<file path="src/rtl/regfile_scoreboard.sv">
// regfile_scoreboard: 2-read/1-write register file with a per-register busy
// scoreboard and pending-write counter for RAW hazard stalling.
// Optional macro REGFILE_BYPASS_EN: same-cycle write-to-read forwarding of
// data and busy state.
module regfile_scoreboard #(
  parameter int DATA_W   = 32,
  parameter int ADDR_W   = 5,
  parameter bit ZERO_REG = 1'b1
) (
  input  logic              clk,
  input  logic              rst_n,
  input  logic              RegWrite,
  input  logic [ADDR_W-1:0] WriteReg,
  input  logic [DATA_W-1:0] WriteData,
  input  logic [ADDR_W-1:0] ReadReg1,
  input  logic [ADDR_W-1:0] ReadReg2,
  output logic [DATA_W-1:0] ReadData1,
  output logic [DATA_W-1:0] ReadData2,
  input  logic              IssueEn,
  input  logic [ADDR_W-1:0] IssueReg,
  output logic              Busy1,
  output logic              Busy2,
  output logic [ADDR_W:0]   PendingCnt
);
  localparam int DEPTH = 1 << ADDR_W;

  logic [DATA_W-1:0] regs [DEPTH];
  logic [DEPTH-1:0]  busy;
  logic              wrValid, issValid, cntInc, cntDec;

  // Register 0 is neither writable nor trackable when hardwired to zero.
  assign wrValid  = RegWrite && !(ZERO_REG && WriteReg == '0);
  assign issValid = IssueEn  && !(ZERO_REG && IssueReg == '0);
  // A same-cycle issue to the written register keeps it busy: no decrement.
  assign cntInc   = issValid && !busy[IssueReg];
  assign cntDec   = wrValid && busy[WriteReg] && !(issValid && IssueReg == WriteReg);

  // Storage: synchronous reset clears every entry, then writeback.
  always_ff @(posedge clk) begin
    if (!rst_n) begin
      for (int i = 0; i < DEPTH; i++) regs[i] <= '0;
    end else if (wrValid) begin
      regs[WriteReg] <= WriteData;
    end
  end

  // Scoreboard: writeback clears, issue sets afterward so the new producer wins.
  always_ff @(posedge clk) begin
    if (!rst_n) begin
      busy       <= '0;
      PendingCnt <= '0;
    end else begin
      if (wrValid)  busy[WriteReg] <= 1'b0;
      if (issValid) busy[IssueReg] <= 1'b1;
      PendingCnt <= PendingCnt + (ADDR_W+1)'(cntInc) - (ADDR_W+1)'(cntDec);
    end
  end

  function automatic logic [DATA_W-1:0] rdData(input logic [ADDR_W-1:0] a);
    if (ZERO_REG && a == '0) return '0;
`ifdef REGFILE_BYPASS_EN
    if (wrValid && WriteReg == a) return WriteData;
`endif
    return regs[a];
  endfunction

  function automatic logic rdBusy(input logic [ADDR_W-1:0] a);
    if (ZERO_REG && a == '0) return 1'b0;
`ifdef REGFILE_BYPASS_EN
    if (wrValid && WriteReg == a) return issValid && IssueReg == a;
`endif
    return busy[a];
  endfunction

  // Combinational read ports.
  always_comb begin
    ReadData1 = rdData(ReadReg1);
    ReadData2 = rdData(ReadReg2);
    Busy1     = rdBusy(ReadReg1);
    Busy2     = rdBusy(ReadReg2);
  end
endmodule

</file>
<file path="config.mk">
export PLATFORM = sky130hd
export DESIGN_NAME = regfile_scoreboard
export DESIGN_NICKNAME = d
export VERILOG_FILES = /design/src/rtl/regfile_scoreboard.sv
export SDC_FILE = /design/constraint.sdc
export NUM_CORES = 2
export LEC_CHECK = 0
export CAP_MARGIN = 0
export CORE_UTILIZATION = 30
export CTS_BUF_LIST = sky130_fd_sc_hd__clkbuf_2 sky130_fd_sc_hd__clkbuf_4 sky130_fd_sc_hd__clkbuf_8
export DETAILED_ROUTE_END_ITERATION = 8
export DONT_BUFFER_PORTS = 1
export GPL_ROUTABILITY_DRIVEN = 0
export GPL_TIMING_DRIVEN = 0
export PLACE_DENSITY_LB_ADDON = 0.12
export SLEW_MARGIN = 0
export SYNTH_ARGS = -nofsm -noshare
export SYNTH_HDL_FRONTEND = slang
export SYNTH_SLANG_ARGS = --single-unit
</file>
<file path="constraint.sdc">
create_clock -name clk -period 5.15 [get_ports clk]
set_input_delay 0.515 -clock clk [delete_from_list [all_inputs] [get_ports clk]]
set_output_delay 0.515 -clock clk [all_outputs]
set_load 0.02 [all_outputs]
</file>
Word-level counts from Yosys, hierarchy flattened
Memories as Yosys holds them, arrays and structs flattened.
Index checks and enable logic that the tools add are counted.
{"block": "totals", "out_inout_bits": 72, "reg_bits": 38, "in_bits": 56, "ram_bits": 1024, "word_cells": 64, "mem_count": 1}
{"block": "classes", "n_addsub": 2, "n_eq_ne": 1, "bitwise": 3, "mux": 32, "n_reduce_logical": 17, "magnitude_cmp": 6}
{"name": "regs", "depth": 32, "word_bits": 32, "read_ports": 2, "rd_ports_with_merged_regs": 0, "write_ports": 32, "line": "27", "rtl": "logic [DATA_W-1:0] regs [DEPTH];"}
{"op": "$mux 32", "count": 8}
{"op": "$and 32x32->32", "count": 1}
{"op": "$not 32->32", "count": 1}
{"op": "$or 32x32->32", "count": 1}
{"op": "$reduce_or 32->1", "count": 1}
{"op": "$lt 5x6->1 const B", "count": 4}
{"op": "$bmux 1 s5", "count": 4}
{"op": "$logic_not 5->1", "count": 4}
{"op": "$mux 1", "count": 17}
{"op": "$demux 1 s5", "count": 2}
{"op": "$ge 5x1->1 const B", "count": 2}
{"op": "$logic_and 1x1->1", "count": 8}
{"op": "$add 6x1->6", "count": 1}
{"op": "$sub 6x1->6", "count": 1}
{"op": "$eq 5x5->1", "count": 1}
{"op": "$mux 5", "count": 1}
{"op": "$logic_not 1->1", "count": 4}

Depth between registers and ports, before layout
{"block": "depth", "ltp_word": 10, "mapped_depth": 14}

Worst setup path after synthesis
OpenSTA, ideal clock, no wires.
{"block": "synth_timing", "path_kind": "input-to-reg", "from": "input port WriteReg[1]", "to": "memory regs[11][0] (enable)", "cell_stages": 5, "path_buffers": 3, "setup_slack_ps": 899, "arrival_ps": 3785, "setup_time_ps": 466, "path_cell_list": "clkbuf_1 clkbuf_1 nand3_1 clkbuf_1 o21ai_0"}
{"item": "start: declaration", "line": "13", "rtl": "input logic [ADDR_W-1:0] WriteReg,"}
{"item": "end: declaration", "line": "27"}

Worst setup path in the final report
{"block": "layout_timing", "from": "input port ReadReg1[4]", "to": "output port ReadData1[9]"}
{"block": "layout_via", "elab_chain_len": 3, "elab_cells_between_ends": 4, "cone_classes": "mux: 2; reduce/logical: 1; memory: 1"}
{"item": "start: declaration", "line": "15", "rtl": "input logic [ADDR_W-1:0] ReadReg1,"}
{"item": "parallel branches: the longest is 2 deep, another holds $mem_v2 32x32"}
{"item": "$mux 32 *", "line": "64", "rtl": "return regs[a];"}
{"item": "end: declaration", "line": "17", "rtl": "output logic [DATA_W-1:0] ReadData1,"}
Every way passes the cells marked *.

==> run summary <==
largest net degree at the start of global routing: 22
vias after detailed routing: 36000
static leakage: 0.0222 uW
Overall Global Routing Usage: 0.252
CTS tree: built
setup skew after layout: 0.0335 ns
WP data arrival: 4.50 ns
fill cell count: 18200
Worst Path Max Fanout: 10
Routed Antenna Nets: 0
Sequential cell area: 31500 um2
final setup violation count: 0
HP Class: in -> reg
met3 wire length: 16900 um
total wire length: 241000 um
run status: finished, violations left
area leader, netlist: edfxtp_1
fin nets: 3971
ys async rst share: 0
Num CTS Buffers: 194
PD cells: 326 nW/um2
Die W: 437 um
Die ar.: 191000 um2
Worst slew margin: -0.0401
core area: 188000 um2
DRC: 24
dpl hpwl: 174000 um
CP Launch Type: input port
Ys Warns: 0
Setup TNS Final: 0 ns
Crit Path Category: in -> out
Post-Place Setup Slack: -0.0837 ns
vias in the first global route: 37200
share of layout cells above drive strength 1: 0.288
M1 WL: 98000 um
uppermost layer routed: met5
Final Max Tran Viols: 11
share of the synthesized area in the top cell type: 0.542
RSZ-0062 raised after global routing: no
# rows: 159
clk root buf: clkbuf_8
Max clock buf depth: 3
failing checks: DRC, capacitance limit, slew limit
dpl cells: 6172
fin crit share: 0.973
synthesized flop and latch total: 1062
post-synthesis cell type count: 48
metal2 WL: 112000 um
H-tree levels: 4
worst path required time: 4.64 ns
starting density of the core: 0.302
Non-Filler Instances: 6574
kind of end point of the critical path: output port
initial drt markers: 4133
per-cell routed wire length: 36.7 um
Area Growth Syn to Fin: 16.9%
worst skew pair latency: 0.97 ns
final worst path period need: 5.01 ns
synth cell count leaders: edfxtp_1 (1024), and2_1 (995), mux4_2 (609)
IO buf count: 0
I/O pin count: 128
ys flop type: edfxtp_1
Die Span Y: 437 um
slowest cell on the critical path: a221oi_1
cell area after synthesis: 56800 um2
Mapped Avg Cell Area: 15.9 um2
final hold vios: 0
initial antenna violation count: 35
vias per cell: 5.48
setup bufs post-CTS: 0
first-pass GRT wire length: 323000 um
grt total ovfl: 0
final worst setup slack: 0.140 ns
Finished Core Util: 0.353
clock sinks: 1062
Area contributors post-synth: edfxtp_1 (54%), mux4_2 (24%), and2_1 (11%), clkbuf_1 (1.7%), dfxtp_1 (1.3%)
worst hold margin: 0.0805 ns
# Max-Cap Violations: 1
Seq/Total Area, Yosys: 0.555
cell with the most instances after synthesis: edfxtp_1
number of synthesized flops with an enable pin: 1024
clock-pin transition on the worst setup and hold timing paths: 0.06 ns
Multi-input gate area: 23600 um2
CP cell instances: clkbuf_1, nor2b_1, nand2_1, clkbuf_1, o221ai_1, a221oi_1
Worst Tran Pin Value: 1.56 ns
CP max stage delay: 1.17 ns
most used cell, CP: clkbuf_1
Max Fclk: 200 MHz
cell count after synthesis: 3580
DRT Pass-1 Iters: 7
Worst IR Drop VDD: 0.208 mV
-- cells by family after synthesis --
group	share of synthesized area
multiplexers	0.253
AND/OR/NAND/NOR	0.120
adder cells (fa/ha/maj)	0.00168
other	0.0000661
flip-flops	0.555
AO/OA/AOI/OAI	0.0297
XOR/XNOR	0.00123
buffers and inverters	0.0386
-- cell type report --
| class | count | share of cell area |
|---|---|---|
| inverter | 102 | 0.00577 |
| clock buffer | 295 | 0.0526 |
| multi-input combinational | 2057 | 0.355 |
| sequential | 1062 | 0.475 |
| antenna | 12 | 0.000453 |
| clock inverter | 60 | 0.00538 |
| buffer | 390 | 0.0274 |
| timing repair buffer | 101 | 0.0310 |
| tap | 2495 | 0.0471 |
-- worst max-delay path, delay by kind of cell --
family	cells	cell delay, ns
and+or+nand+nor	2	0.66
buffers and inverters	2	1.62
AOI/OAI and AO/OA	2	1.66
-- cells in the final DEF (no fill, tap or decap), types with 8 or more instances in the layout --
master,netlist,routed
edfxtp_1,1024,1024
and2_1,995,995
mux4_2,609,609
clkbuf_1,257,252
clkbuf_8,0,204
clkinv_1,62,98
buf_2,91,92
clkbuf_4,0,91
mux2i_1,67,67
o221ai_1,66,66
a221oi_1,67,64
buf_16,0,56
inv_1,40,40
nor2_1,39,39
dfxtp_1,38,38
dlygate4sd3_1,0,35
conb_1,1,32
o21ai_4,0,31
buf_6,23,24
o22ai_1,22,22
nand2_1,18,18
buf_4,15,17
nand3_1,16,16
diode_2,0,12
nor2b_1,12,12
clkinv_2,0,8
-- state kept, by name, indices dropped and copies added, names as in the netlist --
register and cells:
regs 1024, busy 32, PendingCnt 6
-- per-layer routing --
metal,track usage,vias to the layer above
met5,0,-
met3,0.0510,534
met1,0.324,19100
met2,0.403,1686
li1,-,14600
met4,0.125,6
-- final timing paths --
path | start | to | slack (ns) | cells past startpoint
worst max-delay path | ReadReg1[4] | ReadData1[9] | 0.14 | 6
worst min-delay path | WriteData[3] | regs[7][3] | 0.08 | 2
worst max register to register | busy[23] | PendingCnt[4] | 1.89 | 12
worst min register to register | busy[6] | busy[6] | 0.52 | 2
-- through the flow --
step / instance area, um2 / power, uW
after floorplan: 56900 / 12100
after global placement: 60000 / 13300
after detailed placement: 62100 / 13500
after CTS: 66300 / 21800
after global routing: 66300 / 22200
final: 66300 / 21600
-- repair_timing --
item / 4_1_cts / 5_1_grt
endpoints found under the hold margin: 331 / 0
endpoints found under the setup margin: 2 / 0
hold buffers: 35 / 0
gates resized for setup: 1 / 0
-- where the power goes --
group          total (uW)  internal, uW  leakage (uW)  switching, uW
sequential          10200          9960        0.0101            261
clock                8280          4370       0.00204           3910
combinational        3110          1240        0.0101           1870
Power figures use the tool's default switching activity.
